===== src/rtl/maj_vote_pkg.sv =====
// Shared constants, FSM state type and sizing helper for the five-way
// redundant channel voter.
package maj_vote_pkg;

  localparam int N_CH = 5;

  typedef enum logic [1:0] {
    COLLECT = 2'd0,
    VOTE    = 2'd1,
    OUTPUT  = 2'd2
  } state_t;

  // Bits needed to hold a fault count that saturates at 'limit'.
  function automatic int cnt_width(input int limit);
    return $clog2(limit + 1);
  endfunction

endpackage


===== src/rtl/maj5_bitvote.sv =====
// Combinational bitwise 3-of-5 majority; channels with a clear mask bit
// are treated as voting 0 on every bit.
module maj5_bitvote
  import maj_vote_pkg::*;
#(
  parameter int W = 8
) (
  input  logic [N_CH*W-1:0] i_words,
  input  logic [N_CH-1:0]   i_mask,
  output logic [W-1:0]      o_vote
);

  genvar gi, gj;
  generate
    for (gi = 0; gi < W; gi++) begin : g_bit
      logic [N_CH-1:0] w_col;
      for (gj = 0; gj < N_CH; gj++) begin : g_ch
        assign w_col[gj] = i_mask[gj] & i_words[gj*W + gi];
      end
      assign o_vote[gi] = ($countones(w_col) >= 3);
    end
  endgenerate

endmodule


===== src/rtl/maj5_vote_ctrl.sv =====
// Round sequencer for the five-way voter: collects one word per enabled
// channel, votes, presents the result and tracks per-channel faults.
module maj5_vote_ctrl
  import maj_vote_pkg::*;
#(
  parameter int W         = 8,
  parameter int TIMEOUT   = 15,
  parameter int ERR_LIMIT = 3
) (
  input  logic              clk,
  input  logic              rst_n,
  input  logic [N_CH-1:0]   ch_valid,
  input  logic [N_CH*W-1:0] ch_data,
  output logic [N_CH-1:0]   ch_ready,
  output logic              out_valid,
  output logic [W-1:0]      out_data,
  input  logic              out_ready,
  output logic [N_CH-1:0]   disagree,
  output logic [N_CH-1:0]   missing,
  output logic              degraded,
  output logic [N_CH-1:0]   ch_disabled,
  input  logic              clr_disable
);

  localparam int CW = cnt_width(ERR_LIMIT);
  localparam int TW = $clog2(TIMEOUT + 1);

  state_t            r_state, w_state_next;
  logic [N_CH-1:0]   r_captured, w_hs, w_cap_next, w_enabled, w_disagree;
  logic [W-1:0]      r_words [N_CH];
  logic [N_CH*W-1:0] w_words_flat;
  logic [TW-1:0]     r_timer;
  logic              w_close, w_out_hs;
  logic [W-1:0]      w_vote, r_out_data;
  logic [N_CH-1:0]   r_disagree, r_missing, r_disabled;
  logic              r_degraded;
  logic [CW-1:0]     r_cnt [N_CH];

  assign w_enabled = ~r_disabled;
  assign out_valid = (r_state == OUTPUT);
  assign w_out_hs  = out_valid & out_ready;

  always_comb begin
    w_state_next = r_state;
    ch_ready     = '0;
    w_hs         = '0;
    w_cap_next   = r_captured;
    w_close      = 1'b0;
    case (r_state)
      COLLECT: begin
        ch_ready   = ~r_captured & w_enabled;
        w_hs       = ch_valid & ~r_captured & w_enabled;
        w_cap_next = r_captured | w_hs;
        // An all-disabled block must never close a round on its own.
        w_close    = ((w_enabled != '0) && ((w_cap_next & w_enabled) == w_enabled))
                  || ((r_captured != '0) && (r_timer == TW'(TIMEOUT - 1)));
        if (w_close) w_state_next = VOTE;
      end
      VOTE:    w_state_next = OUTPUT;
      OUTPUT:  if (out_ready) w_state_next = COLLECT;
      default: w_state_next = COLLECT;
    endcase
  end

  genvar gi;
  generate
    for (gi = 0; gi < N_CH; gi++) begin : g_ch
      assign w_words_flat[gi*W +: W] = r_words[gi];
      assign w_disagree[gi] = r_captured[gi] && (r_words[gi] != w_vote);
    end
  endgenerate

  maj5_bitvote #(.W(W)) u_bitvote (
    .i_words (w_words_flat),
    .i_mask  (r_captured),
    .o_vote  (w_vote)
  );

  always_ff @(posedge clk or negedge rst_n) begin
    if (!rst_n) begin
      r_state    <= COLLECT;
      r_captured <= '0;
      r_timer    <= '0;
      r_out_data <= '0;
      r_disagree <= '0;
      r_missing  <= '0;
      r_degraded <= 1'b0;
      for (int i = 0; i < N_CH; i++) r_words[i] <= '0;
    end else begin
      r_state <= w_state_next;
      case (r_state)
        COLLECT: begin
          r_captured <= w_cap_next;
          for (int i = 0; i < N_CH; i++)
            if (w_hs[i]) r_words[i] <= ch_data[i*W +: W];
          if ((r_captured == '0) && (w_hs != '0)) r_timer <= '0;
          else if (r_captured != '0)              r_timer <= r_timer + TW'(1);
        end
        VOTE: begin
          r_out_data <= w_vote;
          r_disagree <= w_disagree;
          r_missing  <= ~r_captured & w_enabled;
          r_degraded <= ($countones(r_captured) < 3);
        end
        OUTPUT: if (out_ready) r_captured <= '0;
        default: ;
      endcase
    end
  end

  // Fault counters; a clear request overrides a same-cycle update.
  always_ff @(posedge clk or negedge rst_n) begin
    if (!rst_n) begin
      r_disabled <= '0;
      for (int i = 0; i < N_CH; i++) r_cnt[i] <= '0;
    end else if (clr_disable) begin
      r_disabled <= '0;
      for (int i = 0; i < N_CH; i++) r_cnt[i] <= '0;
    end else if (w_out_hs) begin
      for (int i = 0; i < N_CH; i++) begin
        if (!r_disabled[i]) begin
          if (r_disagree[i] || r_missing[i]) begin
            if (r_cnt[i] >= CW'(ERR_LIMIT - 1)) begin
              r_cnt[i]      <= CW'(ERR_LIMIT);
              r_disabled[i] <= 1'b1;
            end else begin
              r_cnt[i] <= r_cnt[i] + CW'(1);
            end
          end else begin
            r_cnt[i] <= '0;
          end
        end
      end
    end
  end

  assign out_data    = r_out_data;
  assign disagree    = r_disagree;
  assign missing     = r_missing;
  assign degraded    = r_degraded;
  assign ch_disabled = r_disabled;

endmodule

===== config.mk =====
export PLATFORM = sky130hd
export DESIGN_NAME = maj5_vote_ctrl
export DESIGN_NICKNAME = d
export VERILOG_FILES = /design/src/rtl/maj_vote_pkg.sv /design/src/rtl/maj5_bitvote.sv /design/src/rtl/maj5_vote_ctrl.sv
export SDC_FILE = /design/constraint.sdc
export NUM_CORES = 1
export LEC_CHECK = 0
export ABC_AREA = 1
export CORE_MARGIN = 3
export CORE_UTILIZATION = 43
export DETAILED_ROUTE_END_ITERATION = 16
export PLACE_DENSITY_LB_ADDON = 0.3
export SYNTH_ARGS = -nofsm -noshare
export SYNTH_HDL_FRONTEND = slang
export SYNTH_SLANG_ARGS = --single-unit

===== constraint.sdc =====
create_clock -name clk -period 3.5 [get_ports clk]
set_input_delay 0.7 -clock clk [delete_from_list [all_inputs] [get_ports clk]]
set_output_delay 0.7 -clock clk [all_outputs]
set_load 0.05 [all_outputs]

==> metrics.md <==
| Metric | Value |
|---|---|
| Worst R2R Path Depth | `17` |
| First-pass GRT wire length | `~24000 um` |
| M2 GR Usage | `between 30% and 40%` |
| Final setup fails | `0` |
| CTS tree | `built` |
| Drt via density | `between 4 and 5` |
| Root Buffer | `clkbuf_16` |
| Post-Syn Instances | `about 740` |
| CP Max Fanout | `12` |
| Diode count | `0` |
| DP HPWL | `10360 um` |
| Row Count | `40` |
| Distinct cells, synth | `33` |
| FILL cells | `1206` |
| Routed WL | `14030 um` |
| Gr usage total | `21.29%` |
| Port Buf Inserts | `78` |
| DRC | `0` |
| Largest net degree at the start of global routing | `47` |
| Fin crit share | `87.41%` |
| Synthesized area per cell | `7.401 um^2` |
| RePlAce Congestion | `slightly below 0.9` |
| Critical path required time | `3.75 ns` |
| Number of global-route vias before repair | `about 4700` |
| Reg clk slew, reported paths | `approximately 0.060 ns` |
| Initial DRC Count | `263` |
| Insertion delay to the later sink of the worst-skew pair | `0.36 ns` |
| Layout area overhead | `22.07%` |
| # resized after CTS | `0` |
| Nets | `909` |
| Antenna-violating nets left | `0` |
| Sequential share of the synthesized area | `38.68%` |
| Status | `finished, final reports clean` |
| Starting Density | `44.85%` |
| Max-slew headroom | `59.62%` |
| Core area | `12260 um^2` |
| Die Span Y | `119.1 um` |
| WS Path Type | `flip-flop to flip-flop` |
| I/O pin count | `a little under 80` |
| Cell Area, Synth | `5499 um^2` |
| Final Max Tran Viols | `0` |
| Worst Max-Slew Pin Slew | `0.6057 ns` |
| TritonCTS Sinks | `85` |
| Skew final | `0.004128 ns` |
| Fmax | `326.9 MHz` |
| R2r endpoint | `disagree[0]$_DFFE_PN0N_` |
| Antenna violations before repair | `0` |
| Min-delay worst type | `input pin to asynchronous set/reset pin` |
| # Post-CTS Setup Buffers | `0` |
| Critical Path End Type | `flip-flop` |
| GRT busiest layer | `met2` |
| Arr. time, crit path | `3.31 ns` |
| Num CTS Buffers | `9` |
| Share of layout cells above drive strength 1 | `5.327%` |
| CTS max path bufs | `2` |
| DR pass1 iterations | `4` |
| RSZ-0062 raised after global routing | `false` |
| Minimum clock period | `3.059 ns` |
| Final hold vios | `0` |
| Synthesized net count | `830` |
| Number of synthesized register bits | `85` |
| Synth warn | `0` |
| DR vias | `4754` |
| Worst reg2reg startpoint | `r_captured[3]$_DFFE_PN0P_` |
| GRT overflow | `0` |
| H-tree depth | `3` |
| Startpoint types | `flip-flop` |
| Total die area | `14180 um^2` |
| Mean routed wirelength per cell | `around 14 um` |
| Fin Setup TNS | `0 ns` |
| M3 GR Usage | `5.556%` |
| MaxCap Viol Count | `0` |
| R2R Setup Slk | `0.44 ns` |
| CTS Hold Buffers Added | `0` |
| GRT met1 Usage | `28.15%` |
| Die width | `119.1 um` |
[worst max path at each step]
| stage | from | end |
|---|---|---|
| 6_report | r_captured[3]$_DFFE_PN0P_ | disagree[0]$_DFFE_PN0N_ |
| 5_1_grt | r_captured[3]$_DFFE_PN0P_ | disagree[4]$_DFFE_PN0N_ |
| 2_1_floorplan | r_captured[0]$_DFFE_PN0P_ | disagree[2]$_DFFE_PN0N_ |
| 4_1_cts | r_captured[3]$_DFFE_PN0P_ | disagree[0]$_DFFE_PN0N_ |
| 3_3_place_gp | r_captured[3]$_DFFE_PN0P_ | disagree[0]$_DFFE_PN0N_ |
| 3_5_place_dp | r_captured[3]$_DFFE_PN0P_ | disagree[0]$_DFFE_PN0N_ |
[layer usage]
metal	routed length [um]	up-vias
met5	0	-
met4	299	0
met3	858	19
met2	6599	109
met1	6276	2205
li1	-	2421
[cells in the final DEF (no fill, tap or decap), types with 3 or more instances in the layout]
master             n
clkbuf_16          9
nand4_1            4
fa_1              18
a22oi_1            5
inv_1            151
nand3_4            3
buf_4              6
o32ai_1            4
a31oi_1            4
nand2_1          248
clkdlybuf4s50_1   77
nand3b_1           9
a21oi_1           41
nand2_2            3
nand3_1           29
nor3_1             5
nor2_4             4
dfrtp_1           85
inv_2              3
clkbuf_8           3
ha_1              20
nor2_1            51
o21ai_0           20
mux2_2             9
[cell usage after synthesis]
library cell,n,share of area (%)
buf_6,3,0.61
inv_2,3,0.20
a21boi_2,1,0.20
o31ai_1,2,0.27
o22ai_1,1,0.11
nand2_2,3,0.34
nand3_4,3,0.96
inv_1,151,10
clkbuf_1,2,0.14
o21ai_0,20,1.8
xor2_1,1,0.16
nand3_1,29,2.6
a21boi_0,1,0.14
fa_1,18,6.6
nor2_2,1,0.11
ha_1,20,4.6
nor2_1,51,3.5
xnor2_1,1,0.16
nand2_1,248,17
dfrtp_1,85,39
nand3b_1,9,1.2
a21oi_1,41,3.7
clkinv_1,2,0.14
o21ai_1,1,0.091
nand3_2,1,0.18
a22oi_1,5,0.68
nor3_1,5,0.45
mux2_2,9,1.8
a31oi_1,4,0.45
nand4_1,4,0.45
nor2_4,4,0.82
o32ai_1,4,0.64
buf_2,10,0.91
[stage by stage]
stage               instance area [um^2]  setup slack (ns)  util (%)  hold WS, ns  instances
detailed placement                  6434            0.4788     52.47       0.4899        979
floorplan                           5499            0.8561         -       0.4044        743
finish                              6713            0.4407     54.74       0.3454        994
CTS                                 6713            0.4592     54.74       0.3727        994
global route                        6713            0.1989     54.74       0.3953        994
global placement                    6434            0.4776     52.47       0.4711        979
[final cells by class]
class,count,area [um^2],share of cell area (%)
Multi-Input combinational cell,487,2695,40.15
Sequential cell,85,2127,31.69
Timing Repair Buffer,83,815.8,12.15
Inverter,156,585.6,8.723
Clock buffer,14,274.0,4.082
Tap cell,168,210.2,3.131
Clock inverter,1,5.005,0.07456
[sequential cells by signal, summed over array words and instances (netlist names)]
signal       cells
r_captured       5
r_cnt           10
r_timer          4
degraded         1
out_data         8
ch_disabled      5
r_words         40
disagree         5
missing          5
r_state          2
[kinds of logic after synthesis]
family | after synthesis | share of synthesized area, %
xor+xnor | 2 | 0.3186
simple gates | 358 | 27.60
mux | 9 | 1.843
fa+ha+maj | 38 | 11.10
buf+inv | 171 | 12.31
flops | 85 | 38.68
compound gates | 80 | 8.146
[worst max-delay path, stage by stage (launching register included)]
cell and delay (ns):
dfrtp_1 0.59, nand2_1 0.14, inv_1 0.05, ha_1 0.27
inv_1 0.05, fa_1 0.40, inv_1 0.07, fa_1 0.40
nand2_1 0.21, nand2_1 0.20, nand2_1 0.09, nand2_1 0.05
inv_1 0.04, nand2_1 0.04, nor2_1 0.15, nand2_1 0.07
nand2_1 0.06, nand2_1 0.05
Power is not shown: default switching activity piles up to over one toggle a cycle in this logic, so the estimate is an artifact.
